===== src/rtl/display_scanner_pkg.sv =====
`default_nettype none
// ============================================================================
// Module      : display_scanner_pkg
// Description : Shared symbol codes, digit count and position encoding for
//               the 4-digit scrolling step display.
// Revision    : 1.0 - initial release
// ============================================================================
package display_scanner_pkg;

    // Step symbols as understood by the segment pattern selector
    typedef enum logic [2:0] {
        SYM_UP      = 3'd0,
        SYM_DOWN    = 3'd1,
        SYM_LEFT    = 3'd2,
        SYM_RIGHT   = 3'd3,
        SYM_BLANK   = 3'd4,
        SYM_BAR_LOW = 3'd5,
        SYM_BAR_MID = 3'd6
    } sym_e;

    // Raw symbol storage; any 3-bit code may be pushed, not only named ones
    typedef logic [2:0] sym_t;

    // Digit position: 0 is the rightmost digit, 3 the leftmost
    typedef logic [1:0] pos_t;

    localparam int   c_NUM_DIGITS  = 4;
    localparam pos_t c_POS_RIGHT   = 2'd0;
    localparam pos_t c_POS_LEFT    = 2'd3;

endpackage : display_scanner_pkg
`default_nettype wire


===== src/rtl/display_scanner_if.sv =====
`default_nettype none
// ============================================================================
// Module      : display_scanner_if
// Description : Symbol-push side and display/exit side of the scanner.
//               slave = scanner, master = the logic that drives and observes it.
// Revision    : 1.0 - initial release
// ============================================================================
interface display_scanner_if;
    import display_scanner_pkg::*;

    logic       push;
    sym_t       push_num;
    logic       clear;
    pos_t       pos;
    sym_t       num;
    logic [3:0] an;
    logic       exit_valid;
    sym_t       exit_num;

    modport master (
        output push, push_num, clear,
        input  pos, num, an, exit_valid, exit_num
    );

    modport slave (
        input  push, push_num, clear,
        output pos, num, an, exit_valid, exit_num
    );
endinterface : display_scanner_if
`default_nettype wire


===== src/rtl/display_scanner_scan_timer.sv =====
`default_nettype none
// ============================================================================
// Module      : scan_timer
// Description : Refresh counter and scanned digit position. Emits the wrap
//               strobe of the current cycle and the blank flag that the
//               counter will carry after the next edge, so the caller can
//               register anodes in step with the counter.
// Revision    : 1.0 - initial release
// ============================================================================
module scan_timer
    import display_scanner_pkg::*;
#(
    parameter int REFRESH_DIV  = 50000,
    parameter int BLANK_CYCLES = 500
) (
    input  wire logic clk,
    input  wire logic rst_n,
    output pos_t      o_pos,
    output logic      o_blank_next,
    output logic      o_wrap
);

    localparam int               CNT_W       = (REFRESH_DIV > 1) ? $clog2(REFRESH_DIV) : 1;
    localparam logic [CNT_W-1:0] c_CNT_LAST  = CNT_W'(REFRESH_DIV - 1);
    localparam logic [CNT_W-1:0] c_BLANK_END = CNT_W'(BLANK_CYCLES);

    logic [CNT_W-1:0] r_cnt;
    logic [CNT_W-1:0] w_cnt_next;
    pos_t             r_pos;
    pos_t             w_pos_next;
    logic             w_wrap;

    // Next counter / position: wrap the counter and step the digit together
    always_comb begin
        w_wrap     = (r_cnt == c_CNT_LAST);
        w_cnt_next = w_wrap ? '0 : r_cnt + 1'b1;
        w_pos_next = w_wrap ? r_pos + 2'd1 : r_pos;
    end

    // Counter and position registers; reset restarts scanning at digit 0
    always_ff @(posedge clk or negedge rst_n) begin
        if (!rst_n) begin
            r_cnt <= '0;
            r_pos <= c_POS_RIGHT;
        end else begin
            r_cnt <= w_cnt_next;
            r_pos <= w_pos_next;
        end
    end

    assign o_pos        = r_pos;
    assign o_wrap       = w_wrap;
    assign o_blank_next = (w_cnt_next < c_BLANK_END);

endmodule : scan_timer
`default_nettype wire


===== src/rtl/display_scanner.sv =====
`default_nettype none
// ============================================================================
// Module      : display_scanner
// Description : 4-slot scrolling symbol lane multiplexed onto a 4-digit
//               7-segment display. Symbols enter at the leftmost slot and
//               the one shifted out of slot 0 is reported for scoring.
// Revision    : 1.0 - initial release
// ============================================================================
module display_scanner
    import display_scanner_pkg::*;
#(
    parameter int   REFRESH_DIV  = 50000,
    parameter int   BLANK_CYCLES = 500,
    parameter sym_t BLANK_SYM    = sym_t'(SYM_BLANK)
) (
    input  wire logic         clk,
    input  wire logic         rst_n,
    display_scanner_if.slave  bus
);

    sym_t       r_slots [c_NUM_DIGITS];
    sym_t       r_num;
    logic [3:0] r_an;
    logic       r_exit_valid;
    sym_t       r_exit_num;

    pos_t       w_pos;
    pos_t       w_pos_next;
    logic       w_blank_next;
    logic       w_wrap;

    scan_timer #(
        .REFRESH_DIV  (REFRESH_DIV),
        .BLANK_CYCLES (BLANK_CYCLES)
    ) u_scan_timer (
        .clk          (clk),
        .rst_n        (rst_n),
        .o_pos        (w_pos),
        .o_blank_next (w_blank_next),
        .o_wrap       (w_wrap)
    );

    // Position the timer will hold after this edge; num/an are aligned to it
    assign w_pos_next = w_wrap ? w_pos + 2'd1 : w_pos;

    // Lane shift register with exit report; clear wins over push
    always_ff @(posedge clk or negedge rst_n) begin
        if (!rst_n) begin
            for (int i = 0; i < c_NUM_DIGITS; i++) begin
                r_slots[i] <= BLANK_SYM;
            end
            r_exit_valid <= 1'b0;
            r_exit_num   <= BLANK_SYM;
        end else if (bus.clear) begin
            for (int i = 0; i < c_NUM_DIGITS; i++) begin
                r_slots[i] <= BLANK_SYM;
            end
            r_exit_valid <= 1'b0;
        end else if (bus.push) begin
            for (int i = 0; i < c_NUM_DIGITS - 1; i++) begin
                r_slots[i] <= r_slots[i+1];
            end
            r_slots[c_NUM_DIGITS-1] <= bus.push_num;
            r_exit_valid            <= 1'b1;
            r_exit_num              <= r_slots[0];
        end else begin
            r_exit_valid <= 1'b0;
        end
    end

    // Displayed symbol and anodes, registered so they change with pos
    always_ff @(posedge clk or negedge rst_n) begin
        if (!rst_n) begin
            r_num <= BLANK_SYM;
            r_an  <= 4'b1111;
        end else begin
            r_num <= r_slots[w_pos_next];
            r_an  <= w_blank_next ? 4'b1111 : ~(4'b0001 << w_pos_next);
        end
    end

    assign bus.pos        = w_pos;
    assign bus.num        = r_num;
    assign bus.an         = r_an;
    assign bus.exit_valid = r_exit_valid;
    assign bus.exit_num   = r_exit_num;

endmodule : display_scanner
`default_nettype wire

===== src/flat_wrapper.sv =====
// flat-port wrapper written by rule: the top's interface ports become plain ports
module display_scanner_flat import display_scanner_pkg::*;
#(
    parameter int   REFRESH_DIV  = 50000,
    parameter int   BLANK_CYCLES = 500,
    parameter sym_t BLANK_SYM    = sym_t'(SYM_BLANK)
)
  (clk, rst_n, bus_push, bus_push_num, bus_clear, bus_pos, bus_num, bus_an, bus_exit_valid, bus_exit_num);
  display_scanner_if bus_i ();
  input  wire logic clk;
  input  wire logic rst_n;
  input wire logic [$bits(bus_i.push)-1:0] bus_push;
  input wire logic [$bits(bus_i.push_num)-1:0] bus_push_num;
  input wire logic [$bits(bus_i.clear)-1:0] bus_clear;
  output wire logic [$bits(bus_i.pos)-1:0] bus_pos;
  output wire logic [$bits(bus_i.num)-1:0] bus_num;
  output wire logic [$bits(bus_i.an)-1:0] bus_an;
  output wire logic [$bits(bus_i.exit_valid)-1:0] bus_exit_valid;
  output wire logic [$bits(bus_i.exit_num)-1:0] bus_exit_num;
  assign bus_i.push = bus_push;
  assign bus_i.push_num = bus_push_num;
  assign bus_i.clear = bus_clear;
  assign bus_pos = bus_i.pos;
  assign bus_num = bus_i.num;
  assign bus_an = bus_i.an;
  assign bus_exit_valid = bus_i.exit_valid;
  assign bus_exit_num = bus_i.exit_num;
  display_scanner #(.REFRESH_DIV(REFRESH_DIV), .BLANK_CYCLES(BLANK_CYCLES), .BLANK_SYM(BLANK_SYM)) u_core (.clk(clk), .rst_n(rst_n), .bus(bus_i));
endmodule

===== config.mk =====
export PLATFORM = sky130hd
export DESIGN_NAME = display_scanner_flat
export DESIGN_NICKNAME = d
export VERILOG_FILES = /design/src/rtl/display_scanner_pkg.sv /design/src/rtl/display_scanner_if.sv /design/src/rtl/display_scanner_scan_timer.sv /design/src/rtl/display_scanner.sv /design/src/flat_wrapper.sv
export SDC_FILE = /design/constraint.sdc
export NUM_CORES = 1
export LEC_CHECK = 0
export ABC_AREA = 0
export CAP_MARGIN = 20
export CORE_MARGIN = 2
export CORE_UTILIZATION = 45
export CTS_BUF_LIST = sky130_fd_sc_hd__clkbuf_2 sky130_fd_sc_hd__clkbuf_4 sky130_fd_sc_hd__clkbuf_8
export CTS_CLUSTER_SIZE = 16
export DETAILED_ROUTE_END_ITERATION = 6
export HOLD_SLACK_MARGIN = 0.08
export PLACE_DENSITY = 0.75
export SLEW_MARGIN = 10
export SYNTH_ARGS = -nofsm -noshare
export SYNTH_HDL_FRONTEND = slang
export SYNTH_HIERARCHICAL = 1
export SYNTH_SLANG_ARGS = --single-unit

===== constraint.sdc =====
create_clock -name clk -period 2.8 [get_ports clk]
set_clock_uncertainty 0.05 [all_clocks]
set_input_delay 0.56 -clock clk [delete_from_list [all_inputs] [get_ports clk]]
set_output_delay 0.56 -clock clk [all_outputs]
set_load 0.005 [all_outputs]

==> key figures, run 1 <==
Cells and area
  • Number of nets in the final layout: 202
  • Final standard cell area without fillers: 2370 um^2
  • Antenna cell count: 0
  • Share of the core filled with cells in the final layout: 54.0%
  • Layout area overhead: 15.6%
  • Proportion of layout cells with a drive suffix above 1: 19.5%

Power and ir drop
  • Total Power: 1.16 mW
  • Reported leakage power: 1.01 nW
  • PD cells: 491 nW/um^2
  • Worst supply voltage drop on vdd: 0.197 mV

Floorplan
  • Row count: 24
  • Die ar.: 5110 um^2
  • Placeable core area: 4380 um^2
  • Die Span Y: 71.5 um
  • Number of top-level pins: 20
  • Starting density of the core: 46.7%
  • Width of the die: 71.5 um

Job
  • Max-cap viol count: 0

Status
  • Run status: completed

Yosys
  • Share of synthesized registers carrying an async set or reset: 100%
  • Leading area contributor after synthesis: sky130_fd_sc_hd__dfrtp_1
  • Syn_area_per_cell: 11.6 um^2
  • Most area-consuming cells after synthesis: sky130_fd_sc_hd__dfrtp_1 38%, sky130_fd_sc_hd__dfstp_2 13%, sky130_fd_sc_hd__mux2i_1 3.9%
  • Gate count after technology mapping: 176
  • Synth top area share: 37.9%
  • Top flip-flop cell by instance count after synthesis: sky130_fd_sc_hd__dfrtp_1
  • EDFF count, synth: 0
  • Ranking of synthesized cells by instance count: 31 x sky130_fd_sc_hd__dfrtp_1, 19 x sky130_fd_sc_hd__nor2_1, 10 x sky130_fd_sc_hd__dfstp_2
  • Most common cell in the synthesized netlist: sky130_fd_sc_hd__dfrtp_1
  • Number of different library cells in the post-synthesis netlist: 49
  • Synthesized area: 2050 um^2
  • Warnings, synthesis: 6
  • Synthesized flop and latch total: 41
  • Synthesized net count: 184
  • Share of the yosys chip area belonging to registers: 50.7%

Routing
  • Total via count after detailed routing: 1383
  • Vias per cell: 5.60
  • Final ANT Viol Nets: 0
  • Detailed router's first-iteration violation count: 118
  • Remaining DRCs: 0
  • Post-Route WL: 3670 um
  • First drt pass iteration count: 4
  • Detail-routed net length per standard cell: 14.9 um

CTS
  • CTS tree: built
  • Hold-fix buffers, CTS: 0
  • Post-CTS clock slew at the launch and capture registers of the worst setup and hold paths: 80 ps
  • Num Clock Sinks: 41
  • Post-CTS repair timing setup buffer count: 0
  • Maximum count of clock buffers along a single path: 2
  • Worst skew pair latency: 290 ps
  • Gates resized, CTS repair: 0
  • Root Driver: sky130_fd_sc_hd__clkbuf_8
  • TritonCTS Buffers: 5
  • CTS H-tree lvls: 2

GRT
  • First-pass GRT wire length: 6270 um
  • Total gr overflow: 0
  • Initial antenna violation count: 0
  • Vias in the first global route: 1297
  • Pin count of the biggest net entering global routing: 42
  • Overall track demand over capacity in global routing: 15.8%

STA
  • Total Neg Setup Slack: 0 ps
  • Worst slew margin: 41.8%
  • Finish-stage setup viols: 0
  • Setup repair after global routing missed its margin: no
  • Worst Hold Margin: 327 ps
  • Final hold violation count: 0
  • Final Slew Violations: 0
  • Worst Max-Slew Pin Slew: 874 ps
  • Maximum achievable frequency: 421 MHz
  • Tcrit/Tclk final: 84.9%
  • Final critical-path required period: 2380 ps

Worst hold path
  • Class of the most critical hold timing path: input port to async pin

Place
  • Final weighted congestion of routability-driven global placement: 0.814
  • Hpwl dp: 2550 um
  • Number of port buffers: 19
  • Cell Area, Placed: 2250 um^2

Setup path
  • Endpoint arrival time on the critical path: 2540 ps
  • CP Class: flop to flop
  • Maximum fanout along the worst path: 8
  • Startpoint types: flop
  • Critical Path Sink Type: flop
  • Worst EP required: 2960 ps
  • Slack of the worst reg-to-reg path: 420 ps
[cells by family (layout without fill, tap and decap cells)]
family,count (synthesis),in the layout,synth area share [%]
buf+inv,13,32,3.79
xor+xnor,18,18,8.43
fa+ha+maj,1,1,0.611
compound gates,19,19,6.90
mux,16,16,9.96
flops,41,41,50.7
simple gates,68,68,19.6
[metrics by stage]
| stage | setup WS, ps | std cells |
|---|---|---|
| after floorplan | 574 | 176 |
| after global placement | 509 | 239 |
| after detailed placement | 414 | 239 |
| after CTS | 412 | 247 |
| after global routing | 138 | 247 |
| final | 423 | 247 |
[report_power, final]
part	total, mW	internal [mW]	switching (mW)
Sequential	0.614	0.608	0.00660
Clock	0.492	0.290	0.202
Combinational	0.0554	0.0285	0.0269
[cell type report]
cell class	instances	area (um^2)
inverters	3	11.3
well taps	52	65.1
clock inverters	2	37.5
clock buffers	6	82.6
flip-flops and latches	41	1040
repair buffers	21	200
multi-input cells	122	932
fillers	390	2020
[state kept, by name, summed over array words and instances, names as in the netlist]
register and cells:
u_core/bus.exit_num 3, u_core/bus.exit_valid 1, u_core/u_scan_timer/o_pos 2, u_core/bus.num 3, u_core/u_scan_timer/r_cnt 16, u_core/r_slots 12
u_core/bus.an 4
[critical path: stages (launching register included)]
cell                      delay [ps]
sky130_fd_sc_hd__dfrtp_1         440
sky130_fd_sc_hd__ha_1            280
sky130_fd_sc_hd__nand3_1         270
sky130_fd_sc_hd__nor4_1          420
sky130_fd_sc_hd__o41ai_1         110
sky130_fd_sc_hd__a41oi_1         250
sky130_fd_sc_hd__nor4_2          110
sky130_fd_sc_hd__or3_1           380
[metal layers]
layer	vias up	wire (um)	global-route usage (%)	share of wire [%]
met5	-	0	0	0
met4	0	40	4.40	1.1
met3	5	156	4.64	4.3
met2	31	1770	24.8	48
met1	686	1700	21.3	46
li1	661	-	-	-
[path summary, 6_finish.rpt]
kind,end,cells past startpoint,start
max reg2reg,u_core/bus.an[1]$_DFF_PN1_,7,u_core/u_scan_timer/r_cnt[0]$_DFF_PN0_
min reg2reg,u_core/bus.exit_num[1]$_DFFE_PN0P_,1,u_core/bus.exit_num[1]$_DFFE_PN0P_
min in group clk,u_core/bus.exit_num[1]$_DFFE_PN0P_,1,u_core/bus.exit_num[1]$_DFFE_PN0P_
min,u_core/r_slots[0]$_DFFE_PN0P_,1,rst_n
max in group asynchronous,u_core/u_scan_timer/r_cnt[7]$_DFF_PN0_,1,rst_n
max,u_core/bus.an[1]$_DFF_PN1_,7,u_core/u_scan_timer/r_cnt[0]$_DFF_PN0_
[placed cells by master, fill, tap and decap left out, drive strengths merged, types with 2 or more instances in the layout]
master	instances
a211o	4
a21oi	2
and3	4
and4	5
buf	3
clkbuf	6
clkdlybuf4s50	18
dfrtp	31
dfstp	10
inv	3
mux2	5
mux2i	8
mux4	3
nand2	10
nand2b	2
nand3	4
nand4	4
nor2	19
nor2b	7
nor3	4
nor4	4
nor4b	2
o21ai	4
o31ai	2
xnor2	10
xor2	8
Power figures use the tool's default switching activity.
==> inputs of run 2 (changes only) <==
--- a/config.mk
+++ b/config.mk
@@ -13,7 +13,7 @@
 export CTS_CLUSTER_SIZE = 16
 export DETAILED_ROUTE_END_ITERATION = 6
 export HOLD_SLACK_MARGIN = 0.08
-export PLACE_DENSITY = 0.75
+export PLACE_DENSITY = 0.78
 export SLEW_MARGIN = 10
 export SYNTH_ARGS = -nofsm -noshare
 export SYNTH_HDL_FRONTEND = slang
==> constraint.sdc (replaced) <==
create_clock -name clk -period 2.1 [get_ports clk]
set_clock_uncertainty 0.05 [all_clocks]
set_input_delay 0.42 -clock clk [delete_from_list [all_inputs] [get_ports clk]]
set_output_delay 0.42 -clock clk [all_outputs]
set_load 0.005 [all_outputs]
==> run 2 against run 1 <==
  * First-iteration DRC count is 15% lower
  * Flip-flop and latch count stayed put
  * Count of clock-buffer cells in the layout stayed put
  * Final cell count is 13% higher
  * Clock power is 27% higher
  * Critical path type unchanged
==> key figures, run 2 (same netlist as run 1, synthesis figures left out) <==
Power and ir drop
  • Reported leakage power: 1.23 nW
  • Worst supply voltage drop on vdd: 0.277 mV
  • Total Power: 1.52 mW
  • PD cells: 551 nW/um^2

Status
  • Run status: completed

Place
  • Hpwl dp: 2790 um
  • Cell Area, Placed: 2430 um^2
  • Final weighted congestion of routability-driven global placement: 0.834
  • Setup slack at placement: -41.3 ps
  • Cell total after placement: 261
  • Number of port buffers: 19

Routing
  • First drt pass iteration count: 4
  • Detailed router's first-iteration violation count: 100
  • Remaining DRCs: 0
  • Total via count after detailed routing: 1552
  • Vias per cell: 5.54
  • Detail-routed net length per standard cell: 15.9 um
  • Post-Route WL: 4460 um
  • Final ANT Viol Nets: 0

STA
  • Final hold violation count: 0
  • Worst Hold Margin: 125 ps
  • Worst Max-Slew Pin Slew: 516 ps
  • Worst slew margin: 65.6%
  • Finish-stage setup viols: 0
  • Final critical-path required period: 2090 ps
  • Tcrit/Tclk final: 99.3%
  • Setup repair after global routing missed its margin: yes
  • Maximum achievable frequency: 480 MHz
  • Final Slew Violations: 0
  • Worst Setup Slack, final: 14.5 ps

Setup path
  • Startpoint of the most critical register-to-register path: u_core/u_scan_timer/r_cnt[1]$_DFF_PN0_
  • R2R cell count: 7
  • CP max-delay cell: sky130_fd_sc_hd__or4_1
  • Slowest cell delay on critical path: 580 ps
  • Worst EP required: 2260 ps
  • Cell family contributing the most delay on the critical path: simple AND/OR/NAND/NOR gates
  • Endpoint arrival time on the critical path: 2250 ps
  • Critical Path Sink Type: flop
  • Cells traversed along the worst timing path: buf_6, nand4_1, or4_1, o211ai_1, o2bb2ai_2, nor4_4, or3_1
  • Endpoint of the most critical register-to-register path: u_core/bus.an[1]$_DFF_PN1_
  • Maximum fanout along the worst path: 4
  • Slack of the worst reg-to-reg path: 10 ps
  • Startpoint types: flop
  • CP Class: flop to flop
  • Sum of buffers and inverters on the critical path: 1

Cells and area
  • Filler cell count: 344
  • Register with the most flip-flops: u_core/u_scan_timer/r_cnt
  • Commonest non-fill, non-tap cell in the layout: sky130_fd_sc_hd__buf_4
  • Flip-flop count of the largest register after layout: 16
  • Antenna cell count: 0
  • Final standard cell area without fillers: 2760 um^2
  • Number of nets in the final layout: 235
  • Layout area overhead: 34.6%
  • Total area of sequential cells: 1050 um^2
  • Multi-input gate area: 1070 um^2
  • Fin cells: 280
  • Commonest non-fill, non-tap cells in the layout: 33 x sky130_fd_sc_hd__buf_4, 25 x sky130_fd_sc_hd__dfrtp_1, 19 x sky130_fd_sc_hd__nor2_1
  • Proportion of layout cells with a drive suffix above 1: 39.0%

Job
  • Max-cap viol count: 0

CTS
  • Post-CTS clock slew at the launch and capture registers of the worst setup and hold paths: 80 ps
  • Num Clock Sinks: 41
  • TritonCTS Buffers: 5
  • CTS tree: built
  • Maximum count of clock buffers along a single path: 2
  • Worst skew pair latency: 290 ps
  • Root Driver: sky130_fd_sc_hd__clkbuf_8
  • Hold-fix buffers, CTS: 0
  • CTS H-tree lvls: 2

Floorplan
  • Die ar.: 5110 um^2
  • Die Span Y: 71.5 um
  • Row count: 24
  • Number of top-level pins: 20
  • Starting density of the core: 46.7%
  • Width of the die: 71.5 um
  • Placeable core area: 4380 um^2

GRT
  • Vias in the first global route: 1505
  • Pin count of the biggest net entering global routing: 42
  • Overall track demand over capacity in global routing: 17.3%
  • Total gr overflow: 0
  • Initial antenna violation count: 0
  • First-pass GRT wire length: 6900 um

Worst hold path
  • Class of the most critical hold timing path: input port to async pin
run 2: changes by cell type in the layout (fill, tap and decap cells not counted), moves of 2 or more:
cell	before	now
sky130_fd_sc_hd__dfrtp_2	0	6
sky130_fd_sc_hd__and4_1	4	2
sky130_fd_sc_hd__and4_4	1	3
sky130_fd_sc_hd__buf_4	2	33
sky130_fd_sc_hd__nor4_4	0	3
sky130_fd_sc_hd__nor4_1	3	0
sky130_fd_sc_hd__dfrtp_1	31	25
sky130_fd_sc_hd__buf_6	0	2
run 2: how the worst max path moves through the flow:
stage                                                 from  cells after the start                           to
detailed placement  u_core/u_scan_timer/r_cnt[0]$_DFF_PN0_                      7   u_core/bus.an[1]$_DFF_PN1_
finish              u_core/u_scan_timer/r_cnt[1]$_DFF_PN0_                      7   u_core/bus.an[1]$_DFF_PN1_
floorplan           u_core/u_scan_timer/r_cnt[0]$_DFF_PN0_                      6  u_core/bus.num[0]$_DFF_PN0_
global placement    u_core/u_scan_timer/r_cnt[7]$_DFF_PN0_                      5  u_core/bus.num[0]$_DFF_PN0_
CTS                 u_core/u_scan_timer/r_cnt[7]$_DFF_PN0_                      6  u_core/bus.num[2]$_DFF_PN1_
global route        u_core/u_scan_timer/r_cnt[1]$_DFF_PN0_                      7   u_core/bus.an[1]$_DFF_PN1_
run 2: where the power goes:
group / switching (mW) / total [mW] / internal, mW
Clock: 0.258 / 0.624 / 0.366
Sequential: 0.00860 / 0.819 / 0.810
Combinational: 0.0363 / 0.0755 / 0.0392
run 2: cell type report:
cell class | instances | area share, %
clock buffers | 6 | 2.77
clock inverters | 2 | 1.27
inverters | 3 | 0.408
multi-input cells | 122 | 38.7
flip-flops and latches | 41 | 37.9
well taps | 52 | 2.36
repair buffers | 54 | 16.5
run 2: layer usage:
layer,GRT usage [%],vias to the layer above,wire (um)
met3,4.50,8,149
li1,-,727,-
met4,5.87,0,86
met5,0,-,0
met1,22.3,777,1880
met2,28.5,40,2340
run 2: worst reg2reg max path: stages, from the launching register on:
cell                        delay [ps]
sky130_fd_sc_hd__dfrtp_1           420
sky130_fd_sc_hd__buf_6             130
sky130_fd_sc_hd__nand4_1           170
sky130_fd_sc_hd__or4_1             580
sky130_fd_sc_hd__o211ai_1          120
sky130_fd_sc_hd__o2bb2ai_2         180
sky130_fd_sc_hd__nor4_4             60
sky130_fd_sc_hd__or3_1             310
run 2: what timing repair did:
item | in CTS | in global routing
setup buffers | 0 | 11
cloned | 0 | 0
pin swaps | 0 | 10
resized for setup | 4 | 26
setup endpoints to repair | 4 | 7
run 2: per-stage QoR:
stage | TNS [ps] | util (%)
floorplan | -149 | -
global placement | 0 | 55.4
detailed placement | -59.1 | 55.4
CTS | 0 | 58.5
global route | -340 | 62.9
finish | 0 | 62.9
==> inputs of run 3 (changes only) <==
--- a/config.mk
+++ b/config.mk
@@ -9,7 +9,6 @@
 export CAP_MARGIN = 20
 export CORE_MARGIN = 2
 export CORE_UTILIZATION = 45
-export CTS_BUF_LIST = sky130_fd_sc_hd__clkbuf_2 sky130_fd_sc_hd__clkbuf_4 sky130_fd_sc_hd__clkbuf_8
 export CTS_CLUSTER_SIZE = 16
 export DETAILED_ROUTE_END_ITERATION = 6
 export HOLD_SLACK_MARGIN = 0.08
==> run 3 against run 2 <==
  * Final area shrank 0.14%
  * Critical path depth did not move
  * Worst hold slack is essentially flat
  * Sequential power about the same
  * First-iteration DRC count is the same
  * Highest routed layer unchanged
==> key figures, run 3 (same netlist as run 1, synthesis figures left out) <==
Setup path
  • Worst EP required: 2260 ps
  • Startpoint of the most critical register-to-register path: u_core/u_scan_timer/r_cnt[1]$_DFF_PN0_
  • Critical Path Sink Type: flop
  • Endpoint arrival time on the critical path: 2250 ps
  • R2R cell count: 7
  • Slack of the worst reg-to-reg path: 10 ps
  • Startpoint types: flop
  • Slowest cell delay on critical path: 580 ps
  • Maximum fanout along the worst path: 4
  • CP Class: flop to flop
  • Cells traversed along the worst timing path: buf_6, nand4_1, or4_1, o211ai_1, o2bb2ai_2, nor4_4, or3_1
  • CP max-delay cell: sky130_fd_sc_hd__or4_1
  • Endpoint of the most critical register-to-register path: u_core/bus.an[1]$_DFF_PN1_

Place
  • Final weighted congestion of routability-driven global placement: 0.834
  • Setup slack at placement: -41.3 ps
  • Hpwl dp: 2790 um
  • Number of port buffers: 19

STA
  • Final critical-path required period: 2090 ps
  • Finish-stage setup viols: 0
  • Final Slew Violations: 0
  • Setup repair after global routing missed its margin: yes
  • Final hold violation count: 0
  • Maximum achievable frequency: 479 MHz
  • Worst Max-Slew Pin Slew: 516 ps
  • Tcrit/Tclk final: 99.5%
  • Worst slew margin: 65.6%
  • Worst Setup Slack, final: 11.0 ps

Routing
  • Amount of wire on met3 after detailed routing: 149 um
  • Routed metal-1 wirelength: 1880 um
  • Post-Route WL: 4460 um
  • Vias per cell: 5.54
  • Total via count after detailed routing: 1551
  • Final ANT Viol Nets: 0
  • Wire length on met2: 2350 um
  • First drt pass iteration count: 4
  • Remaining DRCs: 0
  • Detail-routed net length per standard cell: 15.9 um
  • Detailed router's first-iteration violation count: 100
  • Uppermost layer routed: met4

GRT
  • Pin count of the biggest net entering global routing: 42
  • First-pass GRT wire length: 6900 um
  • Vias in the first global route: 1505
  • Overall track demand over capacity in global routing: 17.3%
  • Initial antenna violation count: 0
  • Total gr overflow: 0

CTS
  • CTS H-tree lvls: 2
  • TritonCTS Buffers: 5
  • Num Clock Sinks: 41
  • Worst skew pair latency: 290 ps
  • CTS tree: built
  • Maximum count of clock buffers along a single path: 2
  • Post-CTS clock slew at the launch and capture registers of the worst setup and hold paths: 80 ps
  • Root Driver: sky130_fd_sc_hd__clkbuf_8

Floorplan
  • Die ar.: 5110 um^2
  • Number of top-level pins: 20
  • Starting density of the core: 46.7%
  • Width of the die: 71.5 um
  • Die Span Y: 71.5 um
  • Row count: 24
  • Placeable core area: 4380 um^2

Cells and area
  • Share of the core filled with cells in the final layout: 62.8%
  • Commonest non-fill, non-tap cells in the layout: 33 x sky130_fd_sc_hd__buf_4, 25 x sky130_fd_sc_hd__dfrtp_1, 19 x sky130_fd_sc_hd__nor2_1
  • Layout area overhead: 34.5%
  • Total area of sequential cells: 1050 um^2
  • Register with the most flip-flops: u_core/u_scan_timer/r_cnt
  • Proportion of layout cells with a drive suffix above 1: 38.6%
  • Antenna cell count: 0
  • Commonest non-fill, non-tap cell in the layout: sky130_fd_sc_hd__buf_4
  • Multi-input gate area: 1070 um^2
  • Filler cell count: 345
  • Number of nets in the final layout: 235
  • Flip-flop count of the largest register after layout: 16

Power and ir drop
  • Part of the total power dissipated in sequential elements: 54.4%
  • Int Power: 1.20 mW
  • Part of the power in combinational logic: 5.0%
  • Proportion of power drawn by the clock network: 40.6%
  • Switching power as a share of total power: 20.2%
  • Power dissipated by switching net loads: 303 uW
  • Reported leakage power: 1.23 nW
  • Worst supply voltage drop on vdd: 0.277 mV
  • PD cells: 547 nW/um^2

Worst hold path
  • Class of the most critical hold timing path: input port to async pin

Status
  • Run status: completed

Job
  • Max-cap viol count: 0
-- run 3: cell counts in the layout (fill, tap and decap cells not counted) --
No cell type changed its count.
-- run 3: layout make-up --
cell class / count / share of cell area (%)
clock buffers: 6 / 2.64
clock inverters: 2 / 1.27
inverters: 3 / 0.409
multi-input cells: 122 / 38.8
flip-flops and latches: 41 / 38.0
well taps: 52 / 2.36
repair buffers: 54 / 16.5
-- run 3: through the flow --
| stage | hold slack, ps | TNS, ps | instance area [um^2] | cells | total power, mW |
|---|---|---|---|---|---|
| after floorplan | 74.4 | -149 | 2070 | 176 | 0.865 |
| after global placement | 440 | 0 | 2430 | 261 | 0.909 |
| after detailed placement | 447 | -59.1 | 2430 | 261 | 0.911 |
| after CTS | 143 | 0 | 2560 | 269 | 1.52 |
| after global routing | 164 | -340 | 2750 | 280 | 1.57 |
| final | 125 | 0 | 2750 | 280 | 1.51 |
-- run 3: what timing repair did --
item,CTS,global route
hold buffers,0,0
pin swaps,0,10
gates resized for setup,4,26
buffers inserted,0,11
endpoints found under the setup margin,4,7
cloned,0,0
-- run 3: how the worst max path moves through the flow --
stage | start | to | slack [ps] | cells past startpoint
2_1_floorplan | u_core/u_scan_timer/r_cnt[0]$_DFF_PN0_ | u_core/bus.num[0]$_DFF_PN0_ | -50 | 6
3_3_place_gp | u_core/u_scan_timer/r_cnt[7]$_DFF_PN0_ | u_core/bus.num[0]$_DFF_PN0_ | 10 | 5
3_5_place_dp | u_core/u_scan_timer/r_cnt[0]$_DFF_PN0_ | u_core/bus.an[1]$_DFF_PN1_ | -40 | 7
4_1_cts | u_core/u_scan_timer/r_cnt[7]$_DFF_PN0_ | u_core/bus.num[2]$_DFF_PN1_ | 6 | 6
5_1_grt | u_core/u_scan_timer/r_cnt[1]$_DFF_PN0_ | u_core/bus.an[1]$_DFF_PN1_ | -60 | 7
6_report | u_core/u_scan_timer/r_cnt[1]$_DFF_PN0_ | u_core/bus.an[1]$_DFF_PN1_ | 10 | 7
-- run 3: power groups by stage --
| stage | clock, mW | sequential [mW] | combinational [mW] |
|---|---|---|---|
| floorplan | 0 | 0.832 | 0.0328 |
| global placement | 0 | 0.833 | 0.0759 |
| detailed placement | 0 | 0.834 | 0.0771 |
| CTS | 0.628 | 0.819 | 0.0773 |
| global route | 0.666 | 0.821 | 0.0847 |
| finish | 0.611 | 0.819 | 0.0755 |
-- run 3: worst max-delay path, delay by kind of cell, from the launching register on --
family / cells / cell delay [ps]
flops: 1 / 420
buf+inv: 1 / 130
simple gates: 4 / 1110
compound gates: 2 / 300
-- run 3: per-layer routing --
metal / track usage [%] / up-vias
met5: 0 / -
met4: 5.87 / 0
met3: 4.50 / 8
met2: 28.5 / 40
met1: 22.3 / 776
li1: - / 727
